`src/rtl/mmu_arbiter.sv`:
```
// mmu_arbiter: round-robin sharing of one MMU request port between two requesters, with response watchdog
module mmu_arbiter #(
  parameter int         TIMEOUT     = 255,
  parameter logic [3:0] ERR_TIMEOUT = 4'hF
) (
  input  logic        i_clk,
  input  logic        i_reset_n,
  input  logic [31:0] m0_addr,
  input  logic [31:0] m0_wrdata,
  input  logic [1:0]  m0_size,
  input  logic [3:0]  m0_cmd,
  input  logic        m0_valid,
  input  logic        m0_usermode,
  output logic [31:0] m0_rddata,
  output logic        m0_rdvalid,
  output logic [3:0]  m0_error,
  input  logic [31:0] m1_addr,
  input  logic [31:0] m1_wrdata,
  input  logic [1:0]  m1_size,
  input  logic [3:0]  m1_cmd,
  input  logic        m1_valid,
  input  logic        m1_usermode,
  output logic [31:0] m1_rddata,
  output logic        m1_rdvalid,
  output logic [3:0]  m1_error,
  output logic [31:0] mmu_addr,
  output logic [31:0] mmu_wrdata,
  output logic [1:0]  mmu_size,
  output logic [3:0]  mmu_cmd,
  output logic        mmu_validcmd,
  output logic        mmu_usermode,
  input  logic [31:0] mmu_rddata,
  input  logic        mmu_rddata_valid,
  input  logic [3:0]  mmu_error
);
  typedef enum logic {IDLE, WAIT} state_t;
  state_t      state;
  logic [1:0]  pend;
  logic        last_grant, owner, gnt, done;
  logic [15:0] watchdog;
  logic [31:0] h_addr [2];
  logic [31:0] h_wrdata [2];
  logic [1:0]  h_size [2];
  logic [3:0]  h_cmd [2];
  logic        h_user [2];
  logic [31:0] rsp_data;
  logic [3:0]  rsp_err;
  always_comb begin
    gnt      = &pend ? ~last_grant : pend[1];
    done     = mmu_rddata_valid || watchdog == 16'(TIMEOUT - 1);
    rsp_data = mmu_rddata_valid ? mmu_rddata : '0;
    rsp_err  = mmu_rddata_valid ? mmu_error : ERR_TIMEOUT;
  end
  always_ff @(posedge i_clk) begin
    if (!i_reset_n) begin
      state        <= IDLE;
      pend         <= '0;
      last_grant   <= 1'b1;
      owner        <= 1'b0;
      watchdog     <= '0;
      m0_rdvalid   <= 1'b0;
      m0_rddata    <= '0;
      m0_error     <= '0;
      m1_rdvalid   <= 1'b0;
      m1_rddata    <= '0;
      m1_error     <= '0;
      mmu_validcmd <= 1'b0;
      mmu_addr     <= '0;
      mmu_wrdata   <= '0;
      mmu_size     <= '0;
      mmu_cmd      <= '0;
      mmu_usermode <= 1'b0;
      for (int i = 0; i < 2; i++) begin
        h_addr[i]   <= '0;
        h_wrdata[i] <= '0;
        h_size[i]   <= '0;
        h_cmd[i]    <= '0;
        h_user[i]   <= 1'b0;
      end
    end else begin
      m0_rdvalid   <= 1'b0;
      m1_rdvalid   <= 1'b0;
      mmu_validcmd <= 1'b0;
      // a pulse arriving while its slot is still pending is dropped
      if (m0_valid && !pend[0]) begin
        h_addr[0]   <= m0_addr;
        h_wrdata[0] <= m0_wrdata;
        h_size[0]   <= m0_size;
        h_cmd[0]    <= m0_cmd;
        h_user[0]   <= m0_usermode;
        pend[0]     <= 1'b1;
      end
      if (m1_valid && !pend[1]) begin
        h_addr[1]   <= m1_addr;
        h_wrdata[1] <= m1_wrdata;
        h_size[1]   <= m1_size;
        h_cmd[1]    <= m1_cmd;
        h_user[1]   <= m1_usermode;
        pend[1]     <= 1'b1;
      end
      if (state == IDLE) begin
        if (|pend) begin
          mmu_addr     <= h_addr[gnt];
          mmu_wrdata   <= h_wrdata[gnt];
          mmu_size     <= h_size[gnt];
          mmu_cmd      <= h_cmd[gnt];
          mmu_usermode <= h_user[gnt];
          mmu_validcmd <= 1'b1;
          last_grant   <= gnt;
          owner        <= gnt;
          watchdog     <= '0;
          state        <= WAIT;
        end
      end else begin
        watchdog <= watchdog + 16'd1;
        // a real response takes priority over the watchdog in the same cycle
        if (done) begin
          pend[owner] <= 1'b0;
          state       <= IDLE;
          if (owner) begin
            m1_rdvalid <= 1'b1;
            m1_rddata  <= rsp_data;
            m1_error   <= rsp_err;
          end else begin
            m0_rdvalid <= 1'b1;
            m0_rddata  <= rsp_data;
            m0_error   <= rsp_err;
          end
        end
      end
    end
  end
endmodule

```
`config.mk`:
```
export PLATFORM = sky130hd
export DESIGN_NAME = mmu_arbiter
export DESIGN_NICKNAME = d
export VERILOG_FILES = /design/src/rtl/mmu_arbiter.sv
export SDC_FILE = /design/constraint.sdc
export NUM_CORES = 1
export LEC_CHECK = 0
export CORE_MARGIN = 1.5
export CORE_UTILIZATION = 40
export CTS_CLUSTER_DIAMETER = 120
export DETAILED_ROUTE_END_ITERATION = 7
export GPL_TIMING_DRIVEN = 0
export HOLD_SLACK_MARGIN = 0.03
export MAX_ROUTING_LAYER = met4
export PLACE_DENSITY_LB_ADDON = 0.12
export SLEW_MARGIN = 20
export SYNTH_ARGS = -nofsm -noshare
export SYNTH_HDL_FRONTEND = slang
export SYNTH_SLANG_ARGS = --single-unit
```
`constraint.sdc`:
```
create_clock -name i_clk -period 5.16 [get_ports i_clk]
set_input_delay 1.548 -clock i_clk [delete_from_list [all_inputs] [get_ports i_clk]]
set_output_delay 1.548 -clock i_clk [all_outputs]
set_load 0.03 [all_outputs]
```
# [Word level (Yosys, flattened, before mapping)]
# Memory sizes are Yosys's and may differ from the RTL's. A register that Yosys moved wholly into a read port is not among the register bits.
# Cells that the tools add are included.
[word_totals] reg_bits=96 ramBits=142 input_bits=183 output_inout_bits=146 wordCells=91 n_memories=5
[memory_table] name="h_addr" depth=2 word_bits=32 read_ports=1 rd_clocked_by_memory_dff=1 write_ports=2 line_no="41" rtl="logic [31:0] h_addr [2];"
[memory_table] name="h_wrdata" depth=2 word_bits=32 read_ports=1 rd_clocked_by_memory_dff=1 write_ports=2 line_no="42" rtl="logic [31:0] h_wrdata [2];"
[memory_table] name="h_cmd" depth=2 word_bits=4 read_ports=1 rd_clocked_by_memory_dff=1 write_ports=2 line_no="44" rtl="logic [3:0] h_cmd [2];"
[memory_table] name="h_size" depth=2 word_bits=2 read_ports=1 rd_clocked_by_memory_dff=1 write_ports=2 line_no="43" rtl="logic [1:0] h_size [2];"
[memory_table] name="h_user" depth=2 word_bits=1 read_ports=1 rd_clocked_by_memory_dff=1 write_ports=2 line_no="45" rtl="logic h_user [2];"
[op_classes] add_sub_neg=1 magnitude_cmp=2 n_eq_ne=1 muxes=35 n_bitwise=16 reduce_logical=19
[op_table] cell="two-way mux 32 bit" n=5
[op_table] cell="two-way mux 16 bit" n=2
[op_table] cell="two-way mux 1 bit" n=20
[op_table] cell="adder 16 x 1 -> 16 bit, second input constant" n=1
[op_table] cell="equality test 16 x 8 -> 1 bit, second input constant" n=1
[op_table] cell="two-way mux 4 bit" n=3
[op_table] cell="OR 1 bit" n=10
[op_table] cell="AND reduction 3 bit" n=3
[op_table] cell="two-way mux 2 bit" n=4
[op_table] cell="logical NOT 1 bit" n=7
[op_table] cell="inverter 1 bit" n=4
[op_table] cell="AND reduction 2 bit" n=2
[op_table] cell="OR reduction 2 bit" n=2
[op_table] cell="logical AND 1 bit" n=3
[op_table] cell="AND 2 bit" n=1
[op_table] cell="less-than comparator 1 x 2 -> 1 bit, second input constant" n=1
[op_table] cell="inverter 2 bit" n=1
[op_table] cell="nonzero test 2 bit" n=1
[op_table] cell="demux 1 bit (select 1 bit)" n=1
[op_table] cell="greater-or-equal comparator 1 bit, second input constant" n=1
[op_table] cell="logical OR 1 bit" n=1

# [Logic depth before layout (Yosys ltp)]
[depth] ltp_word=8 depth_mapped=8 mapped_depth_nobuf=6

# [Worst setup path after synthesis]
# No wires, ideal clock.
[synth_path] kind="input port to flip-flop" start="input i_reset_n" end="memory h_addr[1][0], enable pin" setup_time_ps=737 arrival_time_ps=3318 t_required_ps=4423 slack_ps=1105 path_stages=3 n_path_buf=2 cell_sequence="clkbuf_1 > buf_1 > nand2_1"
[synth_lines] element="start: declaration" line_no="7" rtl="input logic i_reset_n,"
[synth_lines] element="end: declaration" line_no="41"

==> run summary <==
The run finished with clean final reports. In this run the remaining antenna-violating nets after routing total 0. 329 I/O pins were placed.

Entering global routing, the biggest net connects 46 pins. The tools report the static power due to leakage as 6.64 nW. The Yosys step of the flow raised 0 warnings. The setup path with the least slack is of type in2reg. The floorplan has 63 rows.

After clock tree synthesis, the flow added hold-fix buffers numbering 0. The worst path meets setup with 1.14 ns of slack. The number of synthesized register bits was 309; the number of pins exceeding their max-slew limit in the final report was 0. Once placement completed, the tool counted placed cells totaling 1766. The count of cells in the finished layout, fillers not included, comes to 1836. The hold path endpoint is watchdog[15]$_SDFFE_PN0P_.

The tools report the initial antenna violation count as 5. The tools report the number of endpoints with negative hold slack in the final report as 0. Relative to the synthesized area, the layout overhead comes to 41.5%.

The highest clock rate was 249 MHz; the number of global-route vias before repair was 9137. For this run the aggregate overflow at the end of global routing stands at 0. The maximum buffer depth of the clock tree was 3; the first-iteration detailed-routing DRC count was 461. After detailed routing, the wire length on met1 is 14200 um. The routed layout has 9077 vias. Buffers added to address setup during post-CTS repair amount to 0. For this run, the leading register cell type out of synthesis is dfxtp_1.

The overall track demand over capacity in global routing was 21.8%; the hold path depth was 1. The first detailed-routing pass took 5 iterations. Setup repair after global routing left no endpoint under its margin. The shortest clock period the worst path allows after layout is 4.02 ns, and the worst path arrival time is 4.24 ns.

The CTS clock-pin slew for the worst setup and hold paths was 0.05 ns. The max-slew headroom at the worst pin was 52.0%. In the routed layout, each cell is associated on average with a via count of 4.94. The net count after synthesis is 1231, and the die footprint is 31300 um^2. For this run, the register share of the synthesized area comes to 62.8%.

The average instance in the mapped netlist occupies 11.6 um^2. The number of buffers created by CTS was 36; the instance area at placement was 16000 um^2. STA classifies the critical path startpoint as an input port.

The count of cell types in the netlist is 45. The area of all placed cells without fillers is 17100 um^2. The final critical path takes up 77.8% of the cycle. The detailed-routed wire length on met2 was 15500 um; the initial core utilization was 40.8%.

After synthesis, the share of flip-flops with an asynchronous set or reset is 0%. At the end of routability-driven placement, the weighted congestion stood at 0.820. Signal routing reaches up to met4.

For the count of endpoints failing setup in the final report, the log shows 0. Of all nets on the critical path, the largest fanout is 41. For this run, the post-layout net count is 1599.

The clock arrives with 0.0147 ns of skew. In the routed design, unresolved DRC markers number 0. TritonCTS built the clock tree. The startpoint identified for the worst register-to-register timing path is pend[1]$_SDFF_PN0_. The worst hold path begins at watchdog[15]$_SDFFE_PN0P_. The maximum level of the CTS H-tree was 2; the chip width was 177 um.

In the synthesized netlist, the number of instances is 1046. Wire segments on met3 add up to 2510 um in the final route. The wire length reported by the detailed router was 33200 um; the core box area was 29700 um^2. For the pin with the worst max-slew slack, the measured transition is 0.720 ns. VDD sags by at most 198 uV. Counting cells, the worst reg-to-reg path comes to 5. The worst register-to-register path ends at h_wrdata[1][18]$_SDFFCE_PN0P_.

Clock tree synthesis selected as its root buffer the cell clkbuf_16. The setup total negative slack was 0 ns. The number of max-cap violations is 0. STA classifies the critical path endpoint as a flop. The share of cells above drive strength 1 works out to 7.08%. The clock drives 309 sinks. Clock latency on the worst-skew pair, taken at its later pin, is 0.51 ns. Global-route wire length before repair: 51000 um. Prior to clock tree synthesis, the placed netlist has a worst setup slack of 0.639 ns. The endpoint required time on the critical path was 5.38 ns; the total half-perimeter wirelength after legalization and detailed placement was 24000 um. Power spread over the standard cell area amounts to 368 nW/um^2.

The height of the die came out at 177 um. Dividing the detail-routed wire length by the instance count gives 18.1 um. Once the clock tree was built, the resizer swapped 0 gates to a different size.

For the register-to-register setup slack, the log shows 3.03 ns. In this run, synthesis inferred 142 flip-flops with an integrated enable. Number of buffers inserted by port buffering: 328.

The tightest min-delay check is of the reg2reg type. The netlist area before placement was 12100 um^2.
-- worst max-delay path: stages --
cell,delay [ns]
clkdlybuf4s50_1,0.58
clkbuf_1,0.57
buf_1,0.62
nand2_4,0.51
buf_16,0.34
-- layout make-up --
type / instances / area [um^2]
diodes: 5 / 12.5
plain buffers: 80 / 364
clock buffers: 56 / 1120
clock inverters: 9 / 56.3
fillers: 2552 / 12600
inverters: 4 / 15.0
multi-input cells: 653 / 4140
flip-flops and latches: 309 / 7610
well taps: 390 / 488
repair buffers: 330 / 3340
-- where the power goes --
group / switching, W / total, W / internal, W
sequential: 0.0000790 / 0.00285 / 0.00277
clock: 0.000974 / 0.00247 / 0.00149
combinational: 0.000549 / 0.000988 / 0.000439
-- metal layers --
| layer | up-vias | global-route usage (%) |
|---|---|---|
| met2 | 324 | 34.4 |
| met1 | 4230 | 27.2 |
| li1 | 4461 | - |
| met3 | 62 | 5.80 |
| met5 | - | - |
| met4 | 0 | 7.31 |
-- flip-flops by register name (all words and copies together), names as in the netlist, 2 cells and up --
name	flops
h_size	4
h_user	2
m0_rddata	32
h_addr	64
m0_error	4
mmu_cmd	4
mmu_wrdata	32
mmu_addr	32
m1_rddata	32
h_wrdata	64
watchdog	16
pend	2
mmu_size	2
m1_error	4
h_cmd	8
-- cells in the final DEF, fill, tap and decap left out, types with 3 or more instances in the layout --
cell             count
clkbuf_8            10
nor3_1               3
nor2_1              40
inv_6                3
buf_6                3
clkdlybuf4s50_1    328
a211oi_1            26
nand2_1            121
clkbuf_16           38
o41ai_1              4
clkbuf_2             4
inv_1                3
o2111ai_1            4
buf_4                7
clkbuf_1            59
a21oi_1             69
and3_1               5
nand2b_1             4
o221a_2              8
o21ai_0             56
buf_2                8
and2_1             144
nand3_1              7
buf_1                7
clkinv_2             3
mux2i_1             72
mux2_2               3
o21ai_1             11
dfxtp_1            167
diode_2              5
edfxtp_1           142
nand4_1              6
o211a_1             45
-- worst max path at each step --
stage               from                           to  slack, ns  cells past startpoint
2_1_floorplan  i_reset_n   h_addr[1][0]$_SDFFCE_PN0P_       1.11                      3
3_3_place_gp   i_reset_n  h_addr[0][13]$_SDFFCE_PN0P_      -1.33                      4
3_5_place_dp   i_reset_n  h_addr[0][13]$_SDFFCE_PN0P_       0.64                      5
4_1_cts        i_reset_n  h_addr[0][13]$_SDFFCE_PN0P_       1.17                      5
5_1_grt        i_reset_n  h_addr[0][13]$_SDFFCE_PN0P_       1.01                      5
6_report       i_reset_n  h_addr[0][13]$_SDFFCE_PN0P_       1.14                      5
-- cells by family after synthesis --
kind of cell,share of synthesized area (%)
and+or+nand+nor,14.5
DFF,62.8
AOI/OAI and AO/OA,12.9
buffers and inverters,3.13
muxes,6.32
xor gates and xnor gates,0.145
adders and majority gates,0.207
-- per-stage QoR --
| stage | total power (W) | utilization, % | hold slack (ns) |
|---|---|---|---|
| after floorplan | 0.00342 | - | 0.435 |
| after global placement | 0.00389 | 53.4 | 0.456 |
| after detailed placement | 0.00390 | 53.7 | 0.461 |
| after CTS | 0.00638 | 57.6 | 0.468 |
| after global routing | 0.00657 | 57.7 | 0.493 |
| final | 0.00631 | 57.7 | 0.472 |
-- cell usage after synthesis, types with 3 or more instances --
cell type / instances / area share (%)
dfxtp_1: 167 / 28
and2_1: 144 / 7.4
edfxtp_1: 142 / 35
nand2_1: 123 / 3.8
mux2i_1: 72 / 6.0
a21oi_1: 69 / 2.9
o21ai_0: 56 / 2.3
clkbuf_1: 51 / 1.6
o211a_1: 45 / 3.7
nor2_1: 40 / 1.2
a211oi_1: 26 / 1.6
o21ai_1: 11 / 0.45
buf_2: 8 / 0.33
o221a_2: 8 / 0.74
buf_1: 7 / 0.22
buf_4: 7 / 0.43
nand3_1: 7 / 0.29
nand4_1: 6 / 0.31
and3_1: 5 / 0.26
clkbuf_2: 4 / 0.17
nand2b_1: 4 / 0.21
o2111ai_1: 4 / 0.29
o41ai_1: 4 / 0.29
buf_6: 3 / 0.28
inv_1: 3 / 0.093
mux2_2: 3 / 0.28
nor3_1: 3 / 0.12
(Power assumes the default switching activity.)
